==> config.mk <==
export PLATFORM = sky130hd
export DESIGN_NAME = reg_cmd_ctrl_flat
export DESIGN_NICKNAME = d
export VERILOG_FILES = /design/src/rtl/reg_cmd_ctrl_if.sv /design/src/rtl/reg_cmd_ctrl.sv /design/src/flat_wrapper.sv
export SDC_FILE = /design/constraint.sdc
export NUM_CORES = 1
export LEC_CHECK = 0
export ABC_AREA = 1
export BUFFER_PORTS_ARGS = -buffer_cell sky130_fd_sc_hd__clkbuf_2
export CORE_ASPECT_RATIO = 2
export CORE_MARGIN = 4
export CORE_UTILIZATION = 51
export CTS_CLUSTER_DIAMETER = 150
export CTS_CLUSTER_SIZE = 16
export DETAILED_ROUTE_END_ITERATION = 6
export GPL_ROUTABILITY_DRIVEN = 0
export GPL_TIMING_DRIVEN = 1
export PLACE_DENSITY = 0.74
export SYNTH_ARGS = -nofsm -noshare
export SYNTH_HDL_FRONTEND = slang
export SYNTH_SLANG_ARGS = --single-unit
==> constraint.sdc <==
create_clock -name clk -period 2.2 [get_ports clk]
set_input_delay 0.11 -clock clk [delete_from_list [all_inputs] [get_ports clk]]
set_output_delay 0.11 -clock clk [all_outputs]
set_load 0.02 [all_outputs]
==> src/rtl/reg_cmd_ctrl_if.sv <==
// UART byte and register file signals seen by the command sequencer.
// The master modport is the sequencer side; slave is the environment side.
interface reg_cmd_ctrl_if;
  logic [7:0] rx_data;
  logic       rx_valid;
  logic [7:0] tx_data;
  logic       tx_start;
  logic       tx_busy;
  logic [7:0] reg_data_in;
  logic       reg_read;
  logic       reg_write;
  logic [7:0] reg_data_out;
  logic       reg_valid;

  modport master (
    input  rx_data, rx_valid, tx_busy,
    input  reg_data_out, reg_valid,
    output tx_data, tx_start,
    output reg_data_in, reg_read, reg_write
  );

  modport slave (
    output rx_data, rx_valid, tx_busy,
    output reg_data_out, reg_valid,
    input  tx_data, tx_start,
    input  reg_data_in, reg_read, reg_write
  );
endinterface

==> src/rtl/reg_cmd_ctrl.sv <==
// Command sequencer: parses UART command bytes, runs one register file
// read or write handshake at a time and answers with data, ACK or NAK.
module reg_cmd_ctrl #(
  parameter int         NREGS   = 15,
  parameter int         TIMEOUT = 1000,
  parameter logic [7:0] ACK     = 8'hAA,
  parameter logic [7:0] NAK     = 8'hEE
) (
  input  logic          clk,
  input  logic          nRst,
  reg_cmd_ctrl_if.master bus,
  output logic          busy,
  output logic          overrun
);

  localparam int TW = $clog2(TIMEOUT + 1);

  typedef enum logic [3:0] {
    IDLE,
    RD_REQ,
    RD_REL,
    WR_REQ,
    WR_DATA,
    WR_REL,
    TX,
    TX_WAIT,
    TX_DRAIN
  } state_t;

  state_t        state;
  state_t        state_nx;
  logic [TW-1:0] timer;
  logic [7:0]    cap;
  logic [7:0]    cap_nx;
  logic [7:0]    din;
  logic [7:0]    din_nx;
  logic [7:0]    txd;
  logic [7:0]    txd_nx;
  logic          armed;
  logic          hs_ok;
  logic          counting;
  logic          expired;
  logic          cmd_bad;
  logic [3:0]    cmd_addr;

  assign cmd_addr = bus.rx_data[3:0];
  assign cmd_bad  = (bus.rx_data[6:4] != 3'b000)
                 || (int'(cmd_addr) >= NREGS);

  assign counting = state inside {RD_REQ, RD_REL, WR_REQ,
                                  WR_DATA, WR_REL};
  assign expired  = (timer == TW'(TIMEOUT - 1));

  // A request may only be raised once reg_valid has been seen low.
  assign hs_ok    = armed | ~bus.reg_valid;

  assign busy        = (state != IDLE);
  assign bus.tx_data = txd;

  always_comb begin
    state_nx        = state;
    cap_nx          = cap;
    din_nx          = din;
    txd_nx          = txd;
    bus.reg_read    = 1'b0;
    bus.reg_write   = 1'b0;
    bus.tx_start    = 1'b0;
    bus.reg_data_in = din;
    unique case (state)
      IDLE: begin
        if (bus.rx_valid) begin
          if (cmd_bad) begin
            txd_nx   = NAK;
            state_nx = TX;
          end else begin
            din_nx   = {4'h0, cmd_addr};
            state_nx = bus.rx_data[7] ? WR_REQ : RD_REQ;
          end
        end
      end
      RD_REQ: begin
        bus.reg_read = hs_ok;
        if (hs_ok && bus.reg_valid) begin
          cap_nx   = bus.reg_data_out;
          state_nx = RD_REL;
        end else if (expired) begin
          txd_nx   = NAK;
          state_nx = TX;
        end
      end
      RD_REL: begin
        if (!bus.reg_valid) begin
          txd_nx   = cap;
          state_nx = TX;
        end else if (expired) begin
          txd_nx   = NAK;
          state_nx = TX;
        end
      end
      WR_REQ: begin
        bus.reg_write = hs_ok;
        if (hs_ok && bus.reg_valid) begin
          state_nx = WR_DATA;
        end else if (expired) begin
          txd_nx   = NAK;
          state_nx = TX;
        end
      end
      WR_DATA: begin
        // Data byte and the falling write share one cycle.
        if (bus.rx_valid) begin
          bus.reg_data_in = bus.rx_data;
          din_nx          = bus.rx_data;
          state_nx        = WR_REL;
        end else begin
          bus.reg_write = 1'b1;
          if (expired) begin
            txd_nx   = NAK;
            state_nx = TX;
          end
        end
      end
      WR_REL: begin
        if (!bus.reg_valid) begin
          txd_nx   = ACK;
          state_nx = TX;
        end else if (expired) begin
          txd_nx   = NAK;
          state_nx = TX;
        end
      end
      TX: begin
        if (!bus.tx_busy) begin
          bus.tx_start = 1'b1;
          state_nx     = TX_WAIT;
        end
      end
      TX_WAIT: begin
        if (bus.tx_busy) state_nx = TX_DRAIN;
      end
      TX_DRAIN: begin
        if (!bus.tx_busy) state_nx = IDLE;
      end
      default: state_nx = IDLE;
    endcase
  end

  always_ff @(posedge clk or negedge nRst) begin
    if (!nRst) begin
      state   <= IDLE;
      timer   <= '0;
      cap     <= '0;
      din     <= '0;
      txd     <= '0;
      armed   <= 1'b0;
      overrun <= 1'b0;
    end else begin
      state <= state_nx;
      cap   <= cap_nx;
      din   <= din_nx;
      txd   <= txd_nx;
      if (state_nx != state || !counting) timer <= '0;
      else timer <= timer + TW'(1);
      armed <= ~bus.reg_valid
            | (armed & ~(counting & (state_nx == TX)));
      if (bus.rx_valid && !(state == IDLE || state == WR_DATA))
        overrun <= 1'b1;
    end
  end

endmodule

==> src/flat_wrapper.sv <==
// flat-port wrapper written by rule: the top's interface ports become plain ports
module reg_cmd_ctrl_flat 
#(
  parameter int         NREGS   = 15,
  parameter int         TIMEOUT = 1000,
  parameter logic [7:0] ACK     = 8'hAA,
  parameter logic [7:0] NAK     = 8'hEE
)
  (clk, nRst, busy, overrun, bus_rx_data, bus_rx_valid, bus_tx_busy, bus_reg_data_out, bus_reg_valid, bus_tx_data, bus_tx_start, bus_reg_data_in, bus_reg_read, bus_reg_write);
  reg_cmd_ctrl_if bus_i ();
  input  logic clk;
  input  logic nRst;
  output logic busy;
  output logic overrun;
  input wire logic [$bits(bus_i.rx_data)-1:0] bus_rx_data;
  input wire logic [$bits(bus_i.rx_valid)-1:0] bus_rx_valid;
  input wire logic [$bits(bus_i.tx_busy)-1:0] bus_tx_busy;
  input wire logic [$bits(bus_i.reg_data_out)-1:0] bus_reg_data_out;
  input wire logic [$bits(bus_i.reg_valid)-1:0] bus_reg_valid;
  output wire logic [$bits(bus_i.tx_data)-1:0] bus_tx_data;
  output wire logic [$bits(bus_i.tx_start)-1:0] bus_tx_start;
  output wire logic [$bits(bus_i.reg_data_in)-1:0] bus_reg_data_in;
  output wire logic [$bits(bus_i.reg_read)-1:0] bus_reg_read;
  output wire logic [$bits(bus_i.reg_write)-1:0] bus_reg_write;
  assign bus_i.rx_data = bus_rx_data;
  assign bus_i.rx_valid = bus_rx_valid;
  assign bus_i.tx_busy = bus_tx_busy;
  assign bus_i.reg_data_out = bus_reg_data_out;
  assign bus_i.reg_valid = bus_reg_valid;
  assign bus_tx_data = bus_i.tx_data;
  assign bus_tx_start = bus_i.tx_start;
  assign bus_reg_data_in = bus_i.reg_data_in;
  assign bus_reg_read = bus_i.reg_read;
  assign bus_reg_write = bus_i.reg_write;
  reg_cmd_ctrl #(.NREGS(NREGS), .TIMEOUT(TIMEOUT), .ACK(ACK), .NAK(NAK)) u_core (.clk(clk), .nRst(nRst), .bus(bus_i), .busy(busy), .overrun(overrun));
endmodule
Word-level counts from Yosys, hierarchy flattened
Cells that the tools add are included.
{"block": "op_classes", "addsub": 1, "eq_ne": 16, "n_lt_le_gt_ge": 1, "bitwise": 6, "n_mux": 31, "n_reduce_logical": 18}
{"cell": "2-to-1 mux 8 bit", "count": 11}
{"cell": "2-to-1 mux 4 bit", "count": 10}
{"cell": "case mux 8 bit (5 select lines)", "count": 1}
{"cell": "case mux 4 bit (8 select lines)", "count": 1}
{"cell": "== test 4 x 3 -> 1 bit (second input constant)", "count": 5}
{"cell": "case mux 8 bit (2 select lines)", "count": 1}
{"cell": "adder 10 x 1 -> 10 bit (second input constant)", "count": 1}
{"cell": "== test 10 bit (second input constant)", "count": 1}
{"cell": "2-to-1 mux 10 bit", "count": 1}
{"cell": "nonzero test 5 bit", "count": 2}
{"cell": "== test 4 x 2 -> 1 bit (second input constant)", "count": 2}
{"cell": "!= test 2 bit (second input constant)", "count": 4}
{"cell": "AND reduction 5 bit", "count": 1}
{"cell": "== test 4 x 1 -> 1 bit (second input constant)", "count": 1}
{"cell": "== test 4 bit (second input constant)", "count": 1}
{"cell": "greater-or-equal comparator 4 bit (second input constant)", "count": 1}
{"cell": "logical NOT 4 bit", "count": 1}
{"cell": "2-to-1 mux 1 bit", "count": 4}
{"cell": "!= test 4 bit", "count": 1}
{"cell": "nonzero test 4 bit", "count": 1}
{"cell": "OR reduction 2 bit", "count": 2}
{"cell": "logical OR 1 bit", "count": 3}
{"cell": "AND reduction 3 bit", "count": 1}
{"cell": "nonzero test 3 bit", "count": 1}
{"cell": "10 further kinds", "count": 15}
{"block": "word_totals", "wordCells": 80, "reg_bits": 40, "out_inout_bits": 21, "in_bits": 21}

Logic depth before layout (Yosys ltp)
{"block": "depth", "word_depth": 10, "mapped_depth": 13, "depth_no_buf": 13}

Least setup slack after synthesis
Ideal clock, no wire load.
{"block": "synth_timing", "kind": "register to register", "start": "register u_core.state[1]", "end": "register u_core.timer[0]", "arrival_time_ns": 1.627, "setup_ns": 0.121, "period_less_slack_ns": 1.748, "n_path_buf": 0, "t_required_ns": 2.079, "path_stages_with_launch": 11, "slack_ns": 0.452, "cell_sequence": "dfrtp_1 > nor2_1 > nand2_1 > nor2_1 > o21ai_0 > nand2_1 > inv_1 > nand3_1 > nand2_1 > nand2_4 > nor2_1"}
{"block": "synth_via", "elab_chain_cells": 6, "elab_cells_between_ends": 25, "classes_between": "eq/ne (9); mux (11); reduce/logical (5)"}
{"item": "start: declaration", "line_no": "reg_cmd_ctrl.sv:30", "rtl": "state_t state;"}
{"item": "start signal: assignment", "line_no": "reg_cmd_ctrl.sv:158", "rtl": "state <= state_nx;"}
{"item": "== test 4 x 3 -> 1 bit (tied with other cells)", "line_no": "reg_cmd_ctrl.sv:50, reg_cmd_ctrl.sv:69"}
{"item": "OR reduction 2 bit (no source line) (tied with other cells)"}
{"item": "case mux 4 bit (8 select lines)", "line_no": "reg_cmd_ctrl.sv:69", "rtl": "unique case (state)"}
{"item": "!= test 4 bit", "line_no": "reg_cmd_ctrl.sv:162", "rtl": "if (state_nx != state || !counting) timer <= '0;"}
{"item": "logical OR 1 bit *", "line_no": "reg_cmd_ctrl.sv:162"}
{"item": "2-to-1 mux 10 bit *", "line_no": "reg_cmd_ctrl.sv:162"}
{"item": "end signal: assignment", "line_no": "reg_cmd_ctrl.sv:163", "rtl": "else timer <= timer + TW'(1);"}
{"item": "end: declaration", "line_no": "reg_cmd_ctrl.sv:32", "rtl": "logic [TW-1:0] timer;"}
Every way passes the cells marked *; elsewhere a longest branch is shown, timed or not.
A chain may end at the register's enable or synchronous reset.

Worst setup path after layout
{"block": "layout_timing", "start": "register u_core.state[2]", "end": "register u_core.timer[2]"}
{"block": "layout_via", "elab_chain_cells": 6, "elab_cells_between_ends": 25, "classes_between": "eq/ne (9); mux (11); reduce/logical (5)"}
{"item": "== test 4 x 3 -> 1 bit / == test 4 x 2 -> 1 bit (equally long branches)", "line_no": "reg_cmd_ctrl.sv:69"}
{"item": "OR reduction 2 bit (no source line)"}
{"item": "case mux 4 bit (8 select lines) *", "line_no": "reg_cmd_ctrl.sv:69"}
{"item": "named net u_core.state_nx[1]", "line_no": "reg_cmd_ctrl.sv:31", "rtl": "state_t state_nx;"}
{"item": "!= test 4 bit *", "line_no": "reg_cmd_ctrl.sv:162"}
{"item": "logical OR 1 bit *", "line_no": "reg_cmd_ctrl.sv:162"}
{"item": "2-to-1 mux 10 bit *", "line_no": "reg_cmd_ctrl.sv:162"}
Mark *: on every way through the listed nets, which the timed path passes. The rest lies on a longest branch.

==> results.cfg <==
[place]
dp_cells = 382
port_buffers = 41
hpwl_um = 3950
placed_area_um2 = 2470
dpl_worst_slack_ps = 203

[yosys]
synth_cells = 289
synth_area_leaders = dfrtp_1 (46%), nand2_1 (11%), inv_1 (8.1%), o21ai_0 (6.9%), nor2_1 (5.0%)
synthesis.nets = 311
ys_warn_count = 0
ys_seq_area_frac = 0.458
ys_ff_latch = 40
synth_area_leader_cell = dfrtp_1
syn_area_um2 = 2190
ys_types = 25
postSynthAreaPerCell_um2 = 7.56
synth_top_cell_area_share = 0.458

[run]
drv_cap = 0

[setup_path]
cp.required_ps = 2420
start_kind = register
crit_type = register to register
cp_slowest_cell = dfrtp_1
cp-end-kind = register
critPathMaxStageDelay_ps = 430
cp_max_fo = 10
cp-startpoint = u_core.state[2]
cp_cell_sequence = inv_1 -> nor2_4 -> nand2_2 -> nand3_1 -> o21ai_0 -> nand2_2 -> nand2_1 -> nand3_1 -> nor2_2 -> nand2_4 -> nor2_1
worstReg2RegStart = u_core.state[2]
cp.arrival_ps = 2290

[timing]
slew_viol_final = 0
fin_crit_ps = 2070
skew_ps = 7.15
hold_ws_ps = 20.4
relSlewSlack = 0.349
finalSetupViolations = 0
tns_ps = 0
hold_violations = 0
setup_slack_ps = 133
worst_pin_slew_ps = 976
finalCritPeriodShare = 0.939
fmax_ghz = 0.484

[cells_and_area]
layoutNonFillerInstCount = 392
nets = 362
stdcell_area_um2 = 2570
fin_util = 0.623
diodes = 0
area_growth_syn_to_layout_pct = 17.6
drive_gt1_frac = 0.209

[floorplanning]
die_w_um = 54.3
ios = 42
die_h_um = 101
die_area_um2 = 5460
rows = 33
core-area_um2 = 4130
start_util = 0.529

[route]
routed_via_density = 5.09
dr.pass1.iters = 4
wl_um = 5010
ant_nets = 0
drt_iter0_drc = 52
wl_per_cell_um = 12.8
drc = 0
vias = 1996

[power]
p_leak_nw = 1.35
comb_power_share = 0.552
pwr-share-seq = 0.319
p_int_mw = 1.86
p_per_area_nw_per_um2 = 1370
pwr-share-clk = 0.129
switchingPower_mw = 1.66
power_mw = 3.52
swShare = 0.473
vdd_drop_max_mv = 0.763

[global_routing]
grt_max_degree = 41
gr-total-overflow = 0
grt_pass1_vias = 2024
track_usage = 0.212
grt_pass1_wl_um = 8610
antenna_found_initial = 0

[cts]
clk_latency_ps = 290
htreeDepth = 2
numCtsBuffers = 5
path_clk_slew_ps = 80
numClockSinks = 40
clockBufferDepth = 2
tritoncts = yes
ctsRootBufferMaster = clkbuf_8

[hold_path]
hold_class = input port to register
hold_start = bus_reg_data_out[6]

[status]
status = finished, final reports clean
path summary, 6_finish.rpt:
| check | to | slack (ps) | depth (start not counted) |
|---|---|---|---|
| max | u_core.timer[2] | 130 | 11 |
| min | u_core.cap[6] | 20 | 3 |
| max reg2reg | u_core.timer[2] | 130 | 11 |
| min reg2reg | u_core.overrun | 470 | 1 |
| max in group asynchronous | u_core.timer[1] | 1090 | 2 |
| min in group asynchronous | u_core.cap[5] | 510 | 2 |
timing repair:
item / 4_1_cts / 5_1_grt
endpoints found under the hold margin: 31 / 0
setup buffers: 0 / 2
resized for setup: 0 / 2
endpoints found under the setup margin: 0 / 9
hold buffers: 1 / 0
flip-flops by register name, indices dropped and copies added (netlist names):
| register | cells |
|---|---|
| u_core.timer | 10 |
| u_core.bus.tx_data | 8 |
| u_core.cap | 8 |
| u_core.din | 8 |
| u_core.state | 4 |
| u_core.armed | 1 |
| u_core.overrun | 1 |
metal layers:
metal | GRT usage | up-vias | routed length (um)
li1 | - | 1025 | -
met2 | 0.360 | 56 | 2710
met1 | 0.233 | 896 | 1860
met4 | 0.131 | 0 | 222
met5 | 0 | - | 0
met3 | 0.0341 | 19 | 224
Yosys cell counts:
cell / instances
a21oi_1: 15
a22oi_1: 8
buf_2: 1
clkbuf_1: 2
dfrtp_1: 40
ha_1: 1
inv_1: 47
inv_2: 1
nand2_1: 62
nand2_2: 8
nand2_4: 1
nand3_1: 16
nand3_2: 1
nand3b_1: 2
nand4_1: 5
nor2_1: 29
nor2_2: 3
nor2_4: 2
nor3_1: 2
o211ai_1: 2
o21ai_0: 30
o22ai_1: 2
or2_2: 1
xnor2_1: 1
xor2_1: 7
layout by cell type (no fill, tap or decap), types with 2 or more instances in the layout:
master    synthesis  routed
nand2_2           8       9
clkbuf_8          0       5
nand3_1          16      16
xor2_1            7       7
nand4_1           5       5
nor2_1           29      29
o22ai_1           2       2
o21ai_0          30      30
nor2_4            2       2
a22oi_1           8       8
nor3_1            2       2
a21oi_1          15      15
nand3b_1          2       2
clkbuf_2          0      41
buf_4             0       5
nand2_1          62      61
nor2_2            3       3
inv_2             1       2
dfrtp_1          40      40
inv_1            47      46
o211ai_1          2       2
cell type report:
cell class / count / area (um2)
tap: 52 / 65.1
timing repair buffer: 47 / 253
clock buffer: 6 / 72.6
multi-input combinational: 198 / 995
sequential: 40 / 1000
inverter: 48 / 180
fill: 389 / 1560
clock inverter: 1 / 5.00
critical path: cells and delay by family (launching register included):
family | cells | cell delay [ps]
and+or+nand+nor | 9 | 960
buffers and inverters | 1 | 200
AOI/OAI and AO/OA | 1 | 390
DFF | 1 | 430
power groups by stage:
stage | Clock, mW | Sequential [mW] | Combinational (mW)
6_report | 0.454 | 1.12 | 1.94
3_5_place_dp | 0 | 1.13 | 1.91
5_1_grt | 0.489 | 1.15 | 2.20
3_3_place_gp | 0 | 1.12 | 1.90
4_1_cts | 0.468 | 1.12 | 1.92
2_1_floorplan | 0 | 1.18 | 1.30
logic make-up (layout without fill, tap and decap cells):
family,count (synthesis),in the layout,share of synthesized area
AOI/OAI and AO/OA,57,57,0.143
xor gates and xnor gates,8,8,0.0321
adders and majority gates,1,1,0.00572
buffers and inverters,51,102,0.0881
DFF,40,40,0.458
and+or+nand+nor,132,132,0.273
Note: power is estimated with default switching activity, not from simulation.
